===== src/rtl/output_packer_pkg.sv =====
// Shared configuration and entry types for the output scaler / packer slice.
package output_packer_pkg;

  typedef struct packed {
    int unsigned numElements;
    int unsigned outputWidth;
  } cfg_oscaler_t;

  typedef struct packed {
    int unsigned busWidth;
    int unsigned fifoDepth;
  } cfg_opacker_t;

  localparam int DEF_BUS_W      = 128;
  localparam int DEF_FIFO_DEPTH = 4;
  localparam int DEF_STRB_W     = DEF_BUS_W / 8;

  localparam cfg_opacker_t OPACKER_DEFAULT_CFG = '{busWidth: 32'd128, fifoDepth: 32'd4};

  // Layout of one buffered writeback word; the FIFO stores it flattened in this order.
  typedef struct packed {
    logic [DEF_BUS_W-1:0]  data;
    logic [DEF_STRB_W-1:0] strb;
    logic                  last;
  } opack_entry_t;

  function automatic int strb_bits(input int data_bits);
    return data_bits / 8;
  endfunction

endpackage


===== src/rtl/output_packer_fifo.sv =====
// Synchronous FIFO of packed writeback words; head reads zero when empty.
module sync_fifo #(
  parameter int WIDTH = 145,
  parameter int DEPTH = 4
) (
  input  logic             clk,
  input  logic             nrst,
  input  logic             push_i,
  input  logic [WIDTH-1:0] push_data_i,
  input  logic             pop_i,
  output logic [WIDTH-1:0] head_o,
  output logic             full_o,
  output logic             empty_o
);
  localparam int PTR_W = $clog2(DEPTH);
  localparam int CNT_W = PTR_W + 1;

  logic [WIDTH-1:0] mem_q [DEPTH];
  logic [PTR_W-1:0] wr_ptr_q;
  logic [PTR_W-1:0] rd_ptr_q;
  logic [CNT_W-1:0] count_q;
  logic             do_push_s;
  logic             do_pop_s;

  assign full_o    = (count_q == CNT_W'(DEPTH));
  assign empty_o   = (count_q == {CNT_W{1'b0}});
  assign do_push_s = push_i & ~full_o;
  // A push into an empty FIFO is never popped in the same cycle.
  assign do_pop_s  = pop_i & ~empty_o;

  // Pointer and occupancy tracking.
  always_ff @(posedge clk) begin
    if (!nrst) begin
      wr_ptr_q <= {PTR_W{1'b0}};
      rd_ptr_q <= {PTR_W{1'b0}};
      count_q  <= {CNT_W{1'b0}};
    end else begin
      if (do_push_s) wr_ptr_q <= wr_ptr_q + PTR_W'(1);
      if (do_pop_s)  rd_ptr_q <= rd_ptr_q + PTR_W'(1);
      case ({do_push_s, do_pop_s})
        2'b10:   count_q <= count_q + CNT_W'(1);
        2'b01:   count_q <= count_q - CNT_W'(1);
        default: count_q <= count_q;
      endcase
    end
  end

  // Entry storage.
  always_ff @(posedge clk) begin
    if (do_push_s) mem_q[wr_ptr_q] <= push_data_i;
  end

  // Head presentation.
  always_comb begin
    head_o = {WIDTH{1'b0}};
    if (empty_o) begin
      head_o = {WIDTH{1'b0}};
    end else begin
      head_o = mem_q[rd_ptr_q];
    end
  end

endmodule


===== src/rtl/output_packer.sv =====
// Packs scaler activation beats into bus-wide writeback words with byte strobes.
module output_packer
  import output_packer_pkg::*;
#(
  parameter int numElements = 4,
  parameter int outputWidth = 8,
  parameter int busWidth    = DEF_BUS_W,
  parameter int fifoDepth   = DEF_FIFO_DEPTH
) (
  input  logic                                       clk,
  input  logic                                       nrst,
  input  logic                                       in_valid,
  output logic                                       in_ready,
  input  logic signed [numElements-1:0][outputWidth-1:0] y_i,
  input  logic                                       in_last,
  output logic                                       out_valid,
  input  logic                                       out_ready,
  output logic [busWidth-1:0]                        out_data,
  output logic [strb_bits(busWidth)-1:0]             out_strb,
  output logic                                       out_last
);
  localparam int BEAT_W    = numElements * outputWidth;
  localparam int BPW       = busWidth / BEAT_W;
  localparam int STRB_W    = strb_bits(busWidth);
  localparam int BEAT_STRB = strb_bits(BEAT_W);
  localparam int CNT_W     = $clog2(BPW);
  localparam int ENTRY_W   = busWidth + STRB_W + 1;

  logic [CNT_W-1:0]    beat_cnt_q, beat_cnt_d;
  logic [busWidth-1:0] pack_data_q, pack_data_d;
  logic [STRB_W-1:0]   pack_strb_q, pack_strb_d;
  logic [BEAT_W-1:0]   y_flat_s;
  logic [busWidth-1:0] merged_data_s;
  logic [STRB_W-1:0]   merged_strb_s;
  logic                accept_s;
  logic                close_s;
  logic                fifo_full_s;
  logic                fifo_empty_s;
  logic [ENTRY_W-1:0]  head_s;

  // Unsigned view so widening below zero-extends instead of sign-extending.
  assign y_flat_s      = y_i;
  assign in_ready      = ~fifo_full_s;
  assign out_valid     = ~fifo_empty_s;
  assign accept_s      = in_valid & in_ready;
  assign close_s       = accept_s & ((beat_cnt_q == CNT_W'(BPW - 1)) | in_last);
  assign merged_data_s = pack_data_q | (busWidth'(y_flat_s) << (int'(beat_cnt_q) * BEAT_W));
  assign merged_strb_s = pack_strb_q |
                         (STRB_W'({BEAT_STRB{1'b1}}) << (int'(beat_cnt_q) * BEAT_STRB));
  assign {out_data, out_strb, out_last} = head_s;

  // Pack-path next state: clear on close, merge on a plain accept, else hold.
  always_comb begin
    beat_cnt_d  = beat_cnt_q;
    pack_data_d = pack_data_q;
    pack_strb_d = pack_strb_q;
    if (close_s) begin
      beat_cnt_d  = {CNT_W{1'b0}};
      pack_data_d = {busWidth{1'b0}};
      pack_strb_d = {STRB_W{1'b0}};
    end else if (accept_s) begin
      beat_cnt_d  = beat_cnt_q + CNT_W'(1);
      pack_data_d = merged_data_s;
      pack_strb_d = merged_strb_s;
    end else begin
      beat_cnt_d  = beat_cnt_q;
    end
  end

  // Pack-path state registers.
  always_ff @(posedge clk) begin
    if (!nrst) begin
      beat_cnt_q  <= {CNT_W{1'b0}};
      pack_data_q <= {busWidth{1'b0}};
      pack_strb_q <= {STRB_W{1'b0}};
    end else begin
      beat_cnt_q  <= beat_cnt_d;
      pack_data_q <= pack_data_d;
      pack_strb_q <= pack_strb_d;
    end
  end

  sync_fifo #(
    .WIDTH (ENTRY_W),
    .DEPTH (fifoDepth)
  ) u_fifo (
    .clk         (clk),
    .nrst        (nrst),
    .push_i      (close_s),
    .push_data_i ({merged_data_s, merged_strb_s, in_last}),
    .pop_i       (out_ready),
    .head_o      (head_s),
    .full_o      (fifo_full_s),
    .empty_o     (fifo_empty_s)
  );

endmodule


===== config.mk =====
export PLATFORM = sky130hd
export DESIGN_NAME = output_packer
export DESIGN_NICKNAME = d
export VERILOG_FILES = /design/src/rtl/output_packer_pkg.sv /design/src/rtl/output_packer_fifo.sv /design/src/rtl/output_packer.sv
export SDC_FILE = /design/constraint.sdc
export NUM_CORES = 1
export LEC_CHECK = 0
export ABC_AREA = 0
export CAP_MARGIN = 25
export CORE_ASPECT_RATIO = 1.25
export CORE_MARGIN = 2
export CORE_UTILIZATION = 50
export DETAILED_ROUTE_END_ITERATION = 7
export HOLD_SLACK_MARGIN = 0.03
export PLACE_DENSITY = 0.73
export SLEW_MARGIN = 10
export SYNTH_ARGS = -nofsm -noshare
export SYNTH_HDL_FRONTEND = slang
export SYNTH_HIERARCHICAL = 1
export SYNTH_SLANG_ARGS = --single-unit
export TNS_END_PERCENT = 50

===== constraint.sdc =====
create_clock -name clk -period 19.6 [get_ports clk]
set_input_delay 5.88 -clock clk [delete_from_list [all_inputs] [get_ports clk]]
set_output_delay 5.88 -clock clk [all_outputs]
set_load 0.05 [all_outputs]

==> out/metrics.cfg <==
[timing]
fmaxAchievable_mhz = 96.6
skew_ps = 23.2
finalSetupViolations = 0
drv_slew = 0
period_minus_slack_ps = 10360
rsz0062_at_grt = no
hold_viol = 0
fin_crit_sh = 0.528
max-slew-margin-rel = 0.284
worstMarginPinSlew_ps = 1070
tns_ps = 0

[setup_path]
cp-start-kind = input pin
cp_max_fo = 60
crit_arrival_ps = 10570
endpoint_kind = flop
crit_type = input pin to flop
cp.required_ps = 19820

[final_layout]
area_growth_pct = 16.1
drive_above_1_share = 0.162
n_antenna_cell = 0
fin_nets = 1879

[route]
detail_route.wl_per_cell_um = 24.5
ant_nets = 0
drc = 0
drt_iter0_drc = 1389
drt_wl_total_mm = 64.7
dr_total_vias = 15700
firstDrtPassIters = 5
routed_via_density = 5.94

[floorplan]
dieArea_um2 = 59500
fp.dieH_um = 272
rows = 98
core_area_um2 = 57000
die_x_um = 219
ios = 184
initial_core_util = 0.505

[clock_tree]
cts_root_buffer = clkbuf_16
htree_levels = 3
clk_path_buf_depth = 3
cts_resized = 0
cts_tree = yes
cts_setup_buffers = 0
clk_latency_ps = 610
clk_pin_slew_worst_paths_ps = 60
hold_buffers = 0
cts_made_buffers = 67
clock_sinks = 735

[synthesis]
syn_area_per_cell_um2 = 17.2
synth_nets = 1725
ys_warn_count = 6
synth_seq_area_share = 0.713
synth_top_area_frac = 0.605
ys_types = 37
synth_cells = 1678
synth_area_leaders = edfxtp_1 61%, mux4_2 11%, dfxtp_1 11%, o32ai_1 3.9%, a21o_1 3.3%
synth-seq-cells = 735
synth_area_um2 = 28800
synth_top_area_cell = edfxtp_1

[flow_run]
maxCapViolCount = 0

[power]
p_sw_frac = 0.355
p_total_mw = 4.83
share_seq_of_total_power = 0.378
leakage_nw = 11.7
intPower_mw = 3.11
combPwrFrac = 0.351
clkPwrFrac = 0.270
vdd_drop_max_mv = 0.0965
p_switching_mw = 1.71
powerDensity_nw_per_um2 = 144

[placed_design]
dp_hpwl_mm = 37.5
gp_routability_congestion = 0.762
port_buffers = 183

[global_routing]
grt.total_usage = 0.219
grt_pass1_wl_mm = 97.1
grt_pass1_vias = 15700
grt_max_degree = 99
grt_antenna_before_repair = 2
grt_overflow = 0

[run_status]
status = finished clean

[hold_path]
hold_class = flop to flop

cells in the final DEF (no fill, tap or decap), types with 5 or more instances in the layout:
cell type,instances
mux4_2,145
nor2b_1,147
a21oi_1,12
clkbuf_1,19
clkdlybuf4s50_1,182
ha_1,9
clkinv_1,7
inv_1,10
clkbuf_16,71
o32ai_1,127
edfxtp_1,580
nor2_1,14
buf_4,20
mux2i_1,5
clkinv_2,6
dfxtp_1,153
nand2_1,167
clkbuf_8,6
or2_2,16
a21o_1,128
synthesized netlist by cell type:
library cell	n
xnor2_1	2
and2_1	6
buf_2	35
nor2b_2	1
dfxtp_1	155
or3_1	2
ha_1	9
inv_2	1
a21boi_0	2
mux4_2	145
a21o_1	128
xor2_1	1
o32ai_1	127
nand2_1	171
o21ai_1	1
fa_1	1
nor2_1	18
mux2i_1	5
nand2b_1	1
o32ai_2	1
a21oi_1	12
edfxtp_1	580
nand2_2	1
nor3_2	1
nor3b_1	1
clkbuf_1	45
or2b_1	1
and3_1	4
o21ai_0	3
buf_1	11
o21ai_2	1
nor2b_1	147
or2_2	16
nor2_2	1
buf_6	20
buf_4	12
inv_1	10
power groups by stage:
stage / Sequential, mW / Clock [mW] / Combinational [mW]
final: 1.83 / 1.30 / 1.70
after global routing: 1.83 / 1.39 / 1.78
after CTS: 1.83 / 1.33 / 1.72
after detailed placement: 1.86 / 0 / 1.71
after global placement: 1.86 / 0 / 1.70
after floorplan: 1.84 / 0 / 1.18
flip-flops by register name, indices dropped and copies added, names as in the netlist, named ones only:
signal           count
beat_cnt_q           2
pack_strb_q         16
u_fifo/mem_q       580
u_fifo/count_q       3
u_fifo/wr_ptr_q      2
pack_data_q        128
u_fifo/rd_ptr_q      2
per-stage QoR:
stage          cell area, um^2  hold slack, ps   util  setup slack [ps]  std cells
3_3_place_gp             31100             440  0.545              8710       2508
6_report                 33400             465  0.586              9240       2637
3_5_place_dp             31200             453  0.546              8590       2511
5_1_grt                  33400             493  0.586              8910       2637
2_1_floorplan            28800             429      -              8920       1678
4_1_cts                  33400             468  0.585              8880       2635
critical path, cell delays in order:
cell and delay (ps):
clkdlybuf4s50_1 490, nor2b_2 650, o21ai_2 220, inv_4 470, nor2b_1 510, and2_4 660
buf_4 840, buf_4 720
routing by layer:
metal / global-route usage / vias up / part of all wire
met2: 0.364 / 566 / 0.51
met3: 0.0303 / 128 / 0.053
met4: 0.112 / 4 / 0.044
met1: 0.283 / 8047 / 0.40
li1: - / 6908 / -
met5: 0 / - / 0.00036
kinds of logic after synthesis:
| logic type | share of synthesized area |
|---|---|
| AOI/OAI and AO/OA | 0.0762 |
| xor gates and xnor gates | 0.000913 |
| adders and majority gates | 0.00461 |
| buffers and inverters | 0.0258 |
| DFF | 0.713 |
| muxes | 0.115 |
| and+or+nand+nor | 0.0645 |
worst paths after layout:
kind / from / to / slack (ps) / cells past startpoint
worst min register to register: pack_strb_q[2] / pack_strb_q[2] / 470 / 2
worst max-delay path: in_valid / u_fifo/mem_q[2][126] / 9240 / 8
worst min-delay path: pack_strb_q[2] / pack_strb_q[2] / 470 / 2
worst max register to register: u_fifo/count_q[0] / u_fifo/mem_q[2][126] / 14410 / 8
final cells by class:
class                   instances  area, um^2
clock buffers                  97        1940
clock inverters                27         273
fillers                      4188       23600
inverters                      11        43.8
multi-input cells             809        7590
flip-flops and latches        735       20500
well taps                     750         938
repair buffers                208        2110
Note: power is estimated with default switching activity, not from simulation.
